### config.mk
export PLATFORM = sky130hd
export DESIGN_NAME = onehot_scan_decoder
export DESIGN_NICKNAME = d
export VERILOG_FILES = /design/src/rtl/onehot_scan_decoder.sv
export SDC_FILE = /design/constraint.sdc
export NUM_CORES = 1
export LEC_CHECK = 0
export BUFFER_PORTS_ARGS = -buffer_cell sky130_fd_sc_hd__buf_4
export CAP_MARGIN = 20
export CORE_UTILIZATION = 40
export CTS_CLUSTER_SIZE = 40
export DETAILED_ROUTE_END_ITERATION = 16
export SKIP_LAST_GASP = 1
export SLEW_MARGIN = 20
export SYNTH_ARGS = -nofsm -noshare
export SYNTH_HDL_FRONTEND = slang
export SYNTH_SLANG_ARGS = --single-unit
### constraint.sdc
create_clock -name clk -period 1.78 [get_ports clk]
set_input_delay 0.267 -clock clk [delete_from_list [all_inputs] [get_ports clk]]
set_output_delay 0.267 -clock clk [all_outputs]
set_load 0.01 [all_outputs]
### src/rtl/onehot_scan_decoder.sv
// Recovers the lowest set-bit index of a captured vector by scanning one bit per clock,
// and flags zero-hot and multi-hot vectors. Valid/ready on both sides, fixed latency.
module onehot_scan_decoder #(
    parameter int WIDTH = 4,
    parameter int IDX_W = 5
) (
    input  logic             clk,
    input  logic             rst,
    input  logic             in_valid,
    output logic             in_ready,
    input  logic [WIDTH-1:0] in_vec,
    output logic             out_valid,
    input  logic             out_ready,
    output logic [IDX_W-1:0] out_index,
    output logic             out_zero,
    output logic             out_multi
);

    localparam int CNT_W = (WIDTH > 1) ? $clog2(WIDTH) : 1;
    localparam logic [CNT_W-1:0] LAST_BIT = CNT_W'(WIDTH - 1);

    typedef enum logic [1:0] {
        IDLE,
        SCAN,
        HOLD
    } state_t;

    state_t           state_q, state_d;
    logic [WIDTH-1:0] vec_q, vec_d;
    logic [CNT_W-1:0] cnt_q, cnt_d;
    logic [CNT_W-1:0] idx_q, idx_d;
    logic [1:0]       ones_q, ones_d;
    logic [IDX_W-1:0] out_index_q, out_index_d;
    logic             out_zero_q, out_zero_d;
    logic             out_multi_q, out_multi_d;
    logic             bit_set;

    assign bit_set = vec_q[cnt_q];

    always_comb begin
        // NOTE: every variable gets its hold value first so no path leaves it unassigned (no latches).
        state_d     = state_q;
        vec_d       = vec_q;
        cnt_d       = cnt_q;
        idx_d       = idx_q;
        ones_d      = ones_q;
        out_index_d = out_index_q;
        out_zero_d  = out_zero_q;
        out_multi_d = out_multi_q;

        unique case (state_q)
            IDLE: begin
                if (in_valid) begin
                    vec_d   = in_vec;
                    cnt_d   = '0;
                    idx_d   = '0;
                    ones_d  = '0;
                    state_d = SCAN;
                end
            end
            SCAN: begin
                if (bit_set) begin
                    if (ones_q == 2'd0) idx_d = cnt_q;
                    if (ones_q != 2'd2) ones_d = ones_q + 2'd1;
                end
                // The result registers load from this cycle's updated idx/ones so HOLD sees final values.
                if (cnt_q == LAST_BIT) begin
                    out_index_d = IDX_W'(idx_d);
                    out_zero_d  = (ones_d == 2'd0);
                    out_multi_d = (ones_d == 2'd2);
                    state_d     = HOLD;
                end else begin
                    cnt_d = cnt_q + 1'b1;
                end
            end
            HOLD: begin
                if (out_ready) state_d = IDLE;
            end
            default: state_d = IDLE;
        endcase
    end

    always_ff @(posedge clk) begin
        // NOTE: sequential state uses non-blocking assignments so all flops update from pre-edge values.
        if (rst) begin
            state_q     <= IDLE;
            vec_q       <= '0;
            cnt_q       <= '0;
            idx_q       <= '0;
            ones_q      <= '0;
            out_index_q <= '0;
            out_zero_q  <= 1'b0;
            out_multi_q <= 1'b0;
        end else begin
            state_q     <= state_d;
            vec_q       <= vec_d;
            cnt_q       <= cnt_d;
            idx_q       <= idx_d;
            ones_q      <= ones_d;
            out_index_q <= out_index_d;
            out_zero_q  <= out_zero_d;
            out_multi_q <= out_multi_d;
        end
    end

    assign in_ready  = (state_q == IDLE);
    assign out_valid = (state_q == HOLD);
    assign out_index = out_index_q;
    assign out_zero  = out_zero_q;
    assign out_multi = out_multi_q;

endmodule
==> results of run 1 <==
-- cell families after synthesis --
group | synth area share
other | 0.00456
buffers and inverters | 0.0609
multiplexers | 0.161
AND/OR/NAND/NOR | 0.215
AO/OA/AOI/OAI | 0.123
adder cells (fa/ha/maj) | 0.0457
flip-flops | 0.390
-- worst paths after layout --
check | start | endpoint | cells after the start
max reg2reg | cnt_q[1]$_SDFFE_PP0P_ | ones_q[1]$_SDFFE_PP0P_ | 4
max | cnt_q[1]$_SDFFE_PP0P_ | ones_q[1]$_SDFFE_PP0P_ | 4
min | in_vec[3] | vec_q[3]$_SDFFE_PP0P_ | 3
min reg2reg | out_index[1]$_SDFFE_PP0P_ | out_index[1]$_SDFFE_PP0P_ | 2
-- per-stage QoR --
stage	hold slack, ns	util	setup slack [ns]
final	0.211	0.494	0.236
after floorplan	0.340	-	0.355
after global routing	0.205	0.494	0.131
after CTS	0.214	0.494	0.229
after global placement	0.445	0.475	0.307
after detailed placement	0.449	0.475	0.254
-- synth_stat cells (all sizes together) --
cell type  instances
nand3b             1
mux2i             11
nand2              4
conb               1
nor3               2
inv                3
and2               1
a211oi             1
o22ai              2
nor2              18
a22oi              1
clkbuf             1
nor2b              3
o2bb2ai            2
nor3b              2
mux4               1
o221ai             1
a21oi              3
o31a               1
nand2b             4
dfxtp             16
a22o               2
ha                 3
buf                5
-- critical path: cells and delay by family, from the launching register on --
family	cells	cell delay [ns]
multiplexers	2	0.80
flip-flops	1	0.46
AND/OR/NAND/NOR	2	0.19
-- routing by layer --
layer	vias to the layer above	routed length, µm	GRT usage
met5	-	0	0
met2	14	637	0.225
li1	327	-	-
met3	2	56	0.0346
met1	293	763	0.190
met4	0	9	0.0686
-- power by group --
part           leakage (µW)  internal, µW  switching, µW  total, µW
Combinational      0.000242          46.1           44.3       90.3
Clock             0.0000210           124            117        242
Sequential         0.000130           369           15.6        385
-- final cells by class --
class                      count  area [µm²]  area share
multi-input combinational     66         459       0.479
clock buffer                   4        36.3      0.0379
tap                           27        33.8      0.0352
timing repair buffer          13        97.6       0.102
inverter                       3        11.3      0.0117
sequential                    16         320       0.334
-- state kept, by name (all words and copies together), names as in the netlist --
register,cells
idx_q,2
out_multi,1
out_index,2
cnt_q,2
ones_q,2
out_zero,1
state_q,2
vec_q,4
==> metrics.md, run 1 <==
| Metric | Value |
|---|---|
| Status | `complete, but fails checks` |
| Violated checks | `design-rule violations` |
| Share of synthesized area occupied by flip-flops and latches | `0.390` |
| Antenna-violating nets left | `0` |
| Commonest cells after routing, fill and taps aside | `18 x sky130_fd_sc_hd__nor2_1, 16 x sky130_fd_sc_hd__dfxtp_1, 13 x sky130_fd_sc_hd__buf_4, 11 x sky130_fd_sc_hd__mux2i_1` |
| Crit path DAT | `1.73 ns` |
| Synth top area share | `0.390` |
| Synthesized area per cell | `9.24 µm²` |
| Floorplan die area | `2240 µm²` |
| Flop-to-flop setup slack | `0.24 ns` |
| Ant diodes | `0` |
| H-tree depth | `1` |
| Peak VDD IR | `0.425 mV` |
| Global-route total usage across every layer | `0.146` |
| Worst hold path type | `in -> reg` |
| Power per Cell Area | `748 nW/µm²` |
| Initial core utilization | `0.423` |
| Average wire per cell in the routed design | `11.4 µm` |
| Final weighted congestion of routability-driven global placement | `0.784` |
| Layout Area Growth over Synthesis | `16.6%` |
| Most common cell after layout, fill and taps aside | `sky130_fd_sc_hd__nor2_1` |
| Root buffer selected by CTS | `sky130_fd_sc_hd__clkbuf_4` |
| Number of placed I/O pins | `17` |
| Layout Skew | `0.00211 ns` |
| Count of different cell masters after synthesis | `27` |
| Clock sink total | `16` |
| Synthesis-stage register bit count | `16` |
| Horizontal extent of the die | `about 47 µm` |
| Post-synthesis instance total | `89` |
| Worst-path clk slew | `roughly 0.1 ns` |
| Max stage delay on crit path | `roughly 0.6 ns` |
| Fraction of layout instances using a drive strength above 1 | `0.196` |
| Total number of nets in the final design | `114` |
| Count of filler cells inserted in the layout | `211` |
| Total leakage power | `0.000393 µW` |
| Pin count of the biggest net entering global routing | `17` |
| Max Cap Viol | `0` |
| Global-route wire length before repair | `around 2200 µm` |
| Max Clk Rate | `~650 MHz` |
| Floorplan core area | `1940 µm²` |
| Antenna violations before repair | `0` |
| Placed cell count | `125` |
| Number of DRC violations after detailed-routing iteration 0 | `17` |
| Final-report hold violation count | `0` |
| Worst Path Required | `roughly 2.0 ns` |
| Slowest CP cell | `sky130_fd_sc_hd__mux4_2` |
| Number of buffers on the longest clock path | `2` |
| Hold_buf cts | `0` |
| Via Count | `636` |
| Post-cts resize count | `0` |
| Clock latency reported for the late side of the worst-skew pair | `0.28 ns` |
| Number of input and output port buffers inserted | `13` |
| Start-to-end type of the worst setup path | `reg -> reg` |
| Final instance area | `roughly 960 µm²` |
| Post-route fraction of the period consumed by the critical path | `0.868` |
| Area leader, netlist | `sky130_fd_sc_hd__dfxtp_1` |
| Leftover overflow at the end of global routing | `0` |
| Count of non-filler cells in the finished layout | `129` |
| Number of failing setup endpoints in the final timing report | `0` |
| Number of CTS-inserted buffers | `3` |
| Overall power of the completed layout | `717 µW` |
| TritonCTS clock tree | `yes` |
| Cells traversed along the worst timing path | `mux4_2 -> nand2_1 -> mux2i_1 -> nor2_1` |
| Setup crit start kind | `flop` |
| Top area cells in the synthesized netlist | `sky130_fd_sc_hd__dfxtp_1 39%, sky130_fd_sc_hd__mux2i_1 13%, sky130_fd_sc_hd__nor2_1 8.2%` |
| Setup repair after global routing missed its margin | `false` |
| Final min period | `1.54 ns` |
| Count of warnings emitted by yosys | `0` |
| Sum of routed wire length over all layers | `1470 µm` |
| Post-CTS Setup Bufs | `0` |
| Half-perimeter wire length after placement | `roughly 1100 µm` |
| Placed cell areas | `922 µm²` |
| TNS Setup | `0 ns` |
| DR vias/cell | `between 4 and 5` |
| Critical path capture point type | `flop` |
| DRC violation count after routing | `1` |
| Via count of the first global-routing pass | `511` |
| Slew Viols, Final | `0` |
| Site row count | `16` |
| Post-synthesis instance area | `822 µm²` |
| Maximum fanout along the worst path | `6` |
| Chip Height | `between 40 and 50 µm` |
| DR pass1 iterations | `10` |
No activity file was read; power rests on OpenSTA's default activity.
==> inputs of run 2 (changes only) <==
Settings changed: CORE_UTILIZATION 40 to 50, PLACE_DENSITY set to 0.74.
Clock period 1.78 ns to 1.7 ns, I/O delays scaled along.
==> metrics.md, run 2 (synthesis gave the netlist of run 1 again) <==
| Metric | Value |
|---|---|
| Status | `finished clean` |
| Number of buffers on the longest clock path | `2` |
| Worst Path Required | `1.87 ns` |
| Post-cts resize count | `0` |
| Met2 wire length | `a little under 700 µm` |
| DRC violation count after routing | `0` |
| Clock latency reported for the late side of the worst-skew pair | `0.29 ns` |
| Number of placed I/O pins | `17` |
| Via Count | `653` |
| Worst setup timing slack at the placement stage | `0.172 ns` |
| Wire length on met3 | `53 µm` |
| Average wire per cell in the routed design | `12.8 µm` |
| Capture instance of the worst register-to-register path | `ones_q[1]$_SDFFE_PP0P_` |
| R2r worst-path depth | `4` |
| Post-CTS Setup Bufs | `0` |
| Antenna-violating nets left | `0` |
| Logic depth of the worst path, buffers included | `4` |
| Via count of the first global-routing pass | `605` |
| Clock sink total | `16` |
| DR pass1 iterations | `4` |
| Max Clk Rate | `644 MHz` |
| Most flop-heavy register | `vec_q` |
| Peak VDD IR | `0.584 mV` |
| Placed cell areas | `916 µm²` |
| Root buffer selected by CTS | `sky130_fd_sc_hd__clkbuf_4` |
| Global-route total usage across every layer | `0.189` |
| Setup crit start kind | `flop` |
| Startpoint of the tightest hold check path | `in_vec[0]` |
| Global-route wire length before repair | `2460 µm` |
| Fraction of layout instances using a drive strength above 1 | `0.196` |
| Flop-to-flop setup slack | `approximately 0.15 ns` |
| Setup repair after global routing missed its margin | `false` |
| Max FFs per register | `4` |
| Critical path capture point type | `flop` |
| H-tree depth | `1` |
| Site row count | `14` |
| Worst-case hold path end point | `vec_q[0]$_SDFFE_PP0P_` |
| Antenna violations before repair | `0` |
| PnR worst setup slack | `approximately 0.15 ns` |
| Number of DRC violations after detailed-routing iteration 0 | `7` |
| Worst-path clk slew | `0.09 ns` |
| Layout Area Growth over Synthesis | `14.2%` |
| Chip Height | `42.5 µm` |
| Crit path DAT | `1.73 ns` |
| Half-perimeter wire length after placement | `approximately 1100 µm` |
| CP top delay family | `multiplexers` |
| Cells traversed along the worst timing path | `mux4_2 -> nand2_1 -> mux2i_1 -> nor2_1` |
| Placed cell count | `between 100 and 150` |
| Horizontal extent of the die | `roughly 43 µm` |
| DR vias/cell | `around 5.5` |
| Hold_buf cts | `0` |
| Max Cap Viol | `0` |
| Final min period | `1.55 ns` |
| Number of failing setup endpoints in the final timing report | `0` |
| Number of buffer and inverter stages on the critical path | `0` |
| Sum of routed wire length over all layers | `1510 µm` |
| Start-to-end type of the worst setup path | `reg -> reg` |
| Total number of nets in the final design | `115` |
| Final weighted congestion of routability-driven global placement | `0.725` |
| Count of non-filler cells in the finished layout | `118` |
| TritonCTS clock tree | `yes` |
| Final-report hold violation count | `0` |
| Worst hold path type | `in -> reg` |
| Layout Skew | `0.0102 ns` |
| Most common cell after layout, fill and taps aside | `sky130_fd_sc_hd__nor2_1` |
| Pin count of the biggest net entering global routing | `17` |
| Final cell utilization of the core | `0.616` |
| Number of input and output port buffers inserted | `13` |
| WL met1 | `732 µm` |
| R2r startpoint | `cnt_q[1]$_SDFFE_PP0P_` |
| Slew Viols, Final | `0` |
| Worst hold stages | `3` |
| Count of filler cells inserted in the layout | `137` |
| Floorplan core area | `1520 µm²` |
| Top layer reached by signal wires | `met4` |
| Commonest cells after routing, fill and taps aside | `18 x sky130_fd_sc_hd__nor2_1, 16 x sky130_fd_sc_hd__dfxtp_1, 14 x sky130_fd_sc_hd__buf_4, 11 x sky130_fd_sc_hd__mux2i_1` |
| Maximum fanout along the worst path | `6` |
| Ant diodes | `0` |
| Max stage delay on crit path | `0.59 ns` |
| Floorplan die area | `around 1800 µm²` |
| TNS Setup | `0 ns` |
| Initial core utilization | `0.539` |
| Post-route fraction of the period consumed by the critical path | `0.914` |
| Final instance area | `938 µm²` |
| Total leakage power | `just under 0.0004 µW` |
| Number of CTS-inserted buffers | `3` |
| Power per Cell Area | `742 nW/µm²` |
| Leftover overflow at the end of global routing | `0` |
| Slowest CP cell | `sky130_fd_sc_hd__mux4_2` |
[run 2: cell types whose count changed in the layout (fill, tap and decap cells not counted)]
cell	previous run	this run
sky130_fd_sc_hd__buf_4	13	14
sky130_fd_sc_hd__clkbuf_8	1	0
[run 2: where the power goes]
| group | internal, µW | total (µW) | switching [µW] | leakage (µW) |
|---|---|---|---|---|
| registers | 386 | 399 | 12.2 | 0.000130 |
| logic | 50.5 | 103 | 52.1 | 0.000247 |
| clock network | 82.4 | 195 | 113 | 0.0000138 |
[run 2: metal layers]
metal	GRT usage	vias up
met5	0	-
met4	0.131	0
met3	0.0517	5
met2	0.292	14
met1	0.226	303
li1	-	331
[run 2: worst max path at each step]
stage	start	endpoint	slack (ns)
CTS	cnt_q[1]$_SDFFE_PP0P_	ones_q[1]$_SDFFE_PP0P_	0.15
finish	cnt_q[1]$_SDFFE_PP0P_	ones_q[1]$_SDFFE_PP0P_	0.15
global placement	cnt_q[1]$_SDFFE_PP0P_	ones_q[0]$_SDFFE_PP0P_	0.23
floorplan	cnt_q[1]$_SDFFE_PP0P_	ones_q[0]$_SDFFE_PP0P_	0.28
detailed placement	cnt_q[1]$_SDFFE_PP0P_	ones_q[1]$_SDFFE_PP0P_	0.17
global route	cnt_q[1]$_SDFFE_PP0P_	out_zero$_SDFFE_PP0P_	0.05
[run 2: final cells by class]
cell class	instances	area, µm²	area share
Multi-Input combinational cell	66	459	0.489
Inverter	3	11.3	0.0120
Clock buffer	3	22.5	0.0240
Timing Repair Buffer	14	105	0.112
Sequential cell	16	320	0.341
Tap cell	16	20.0	0.0213
[run 2: tightest hold or removal path: cells and delay by family]
family | cells | cell delay, ns
buffers and inverters | 1 | 0.08
muxes | 1 | 0.06
and+or+nand+nor | 1 | 0.07
[run 2: stage by stage]
step                      hold WS [ns]  total power [µW]
after floorplan                  0.328               484
after global placement           0.443               506
after detailed placement         0.449               510
after CTS                        0.211               701
after global routing             0.205               733
final                            0.205               697
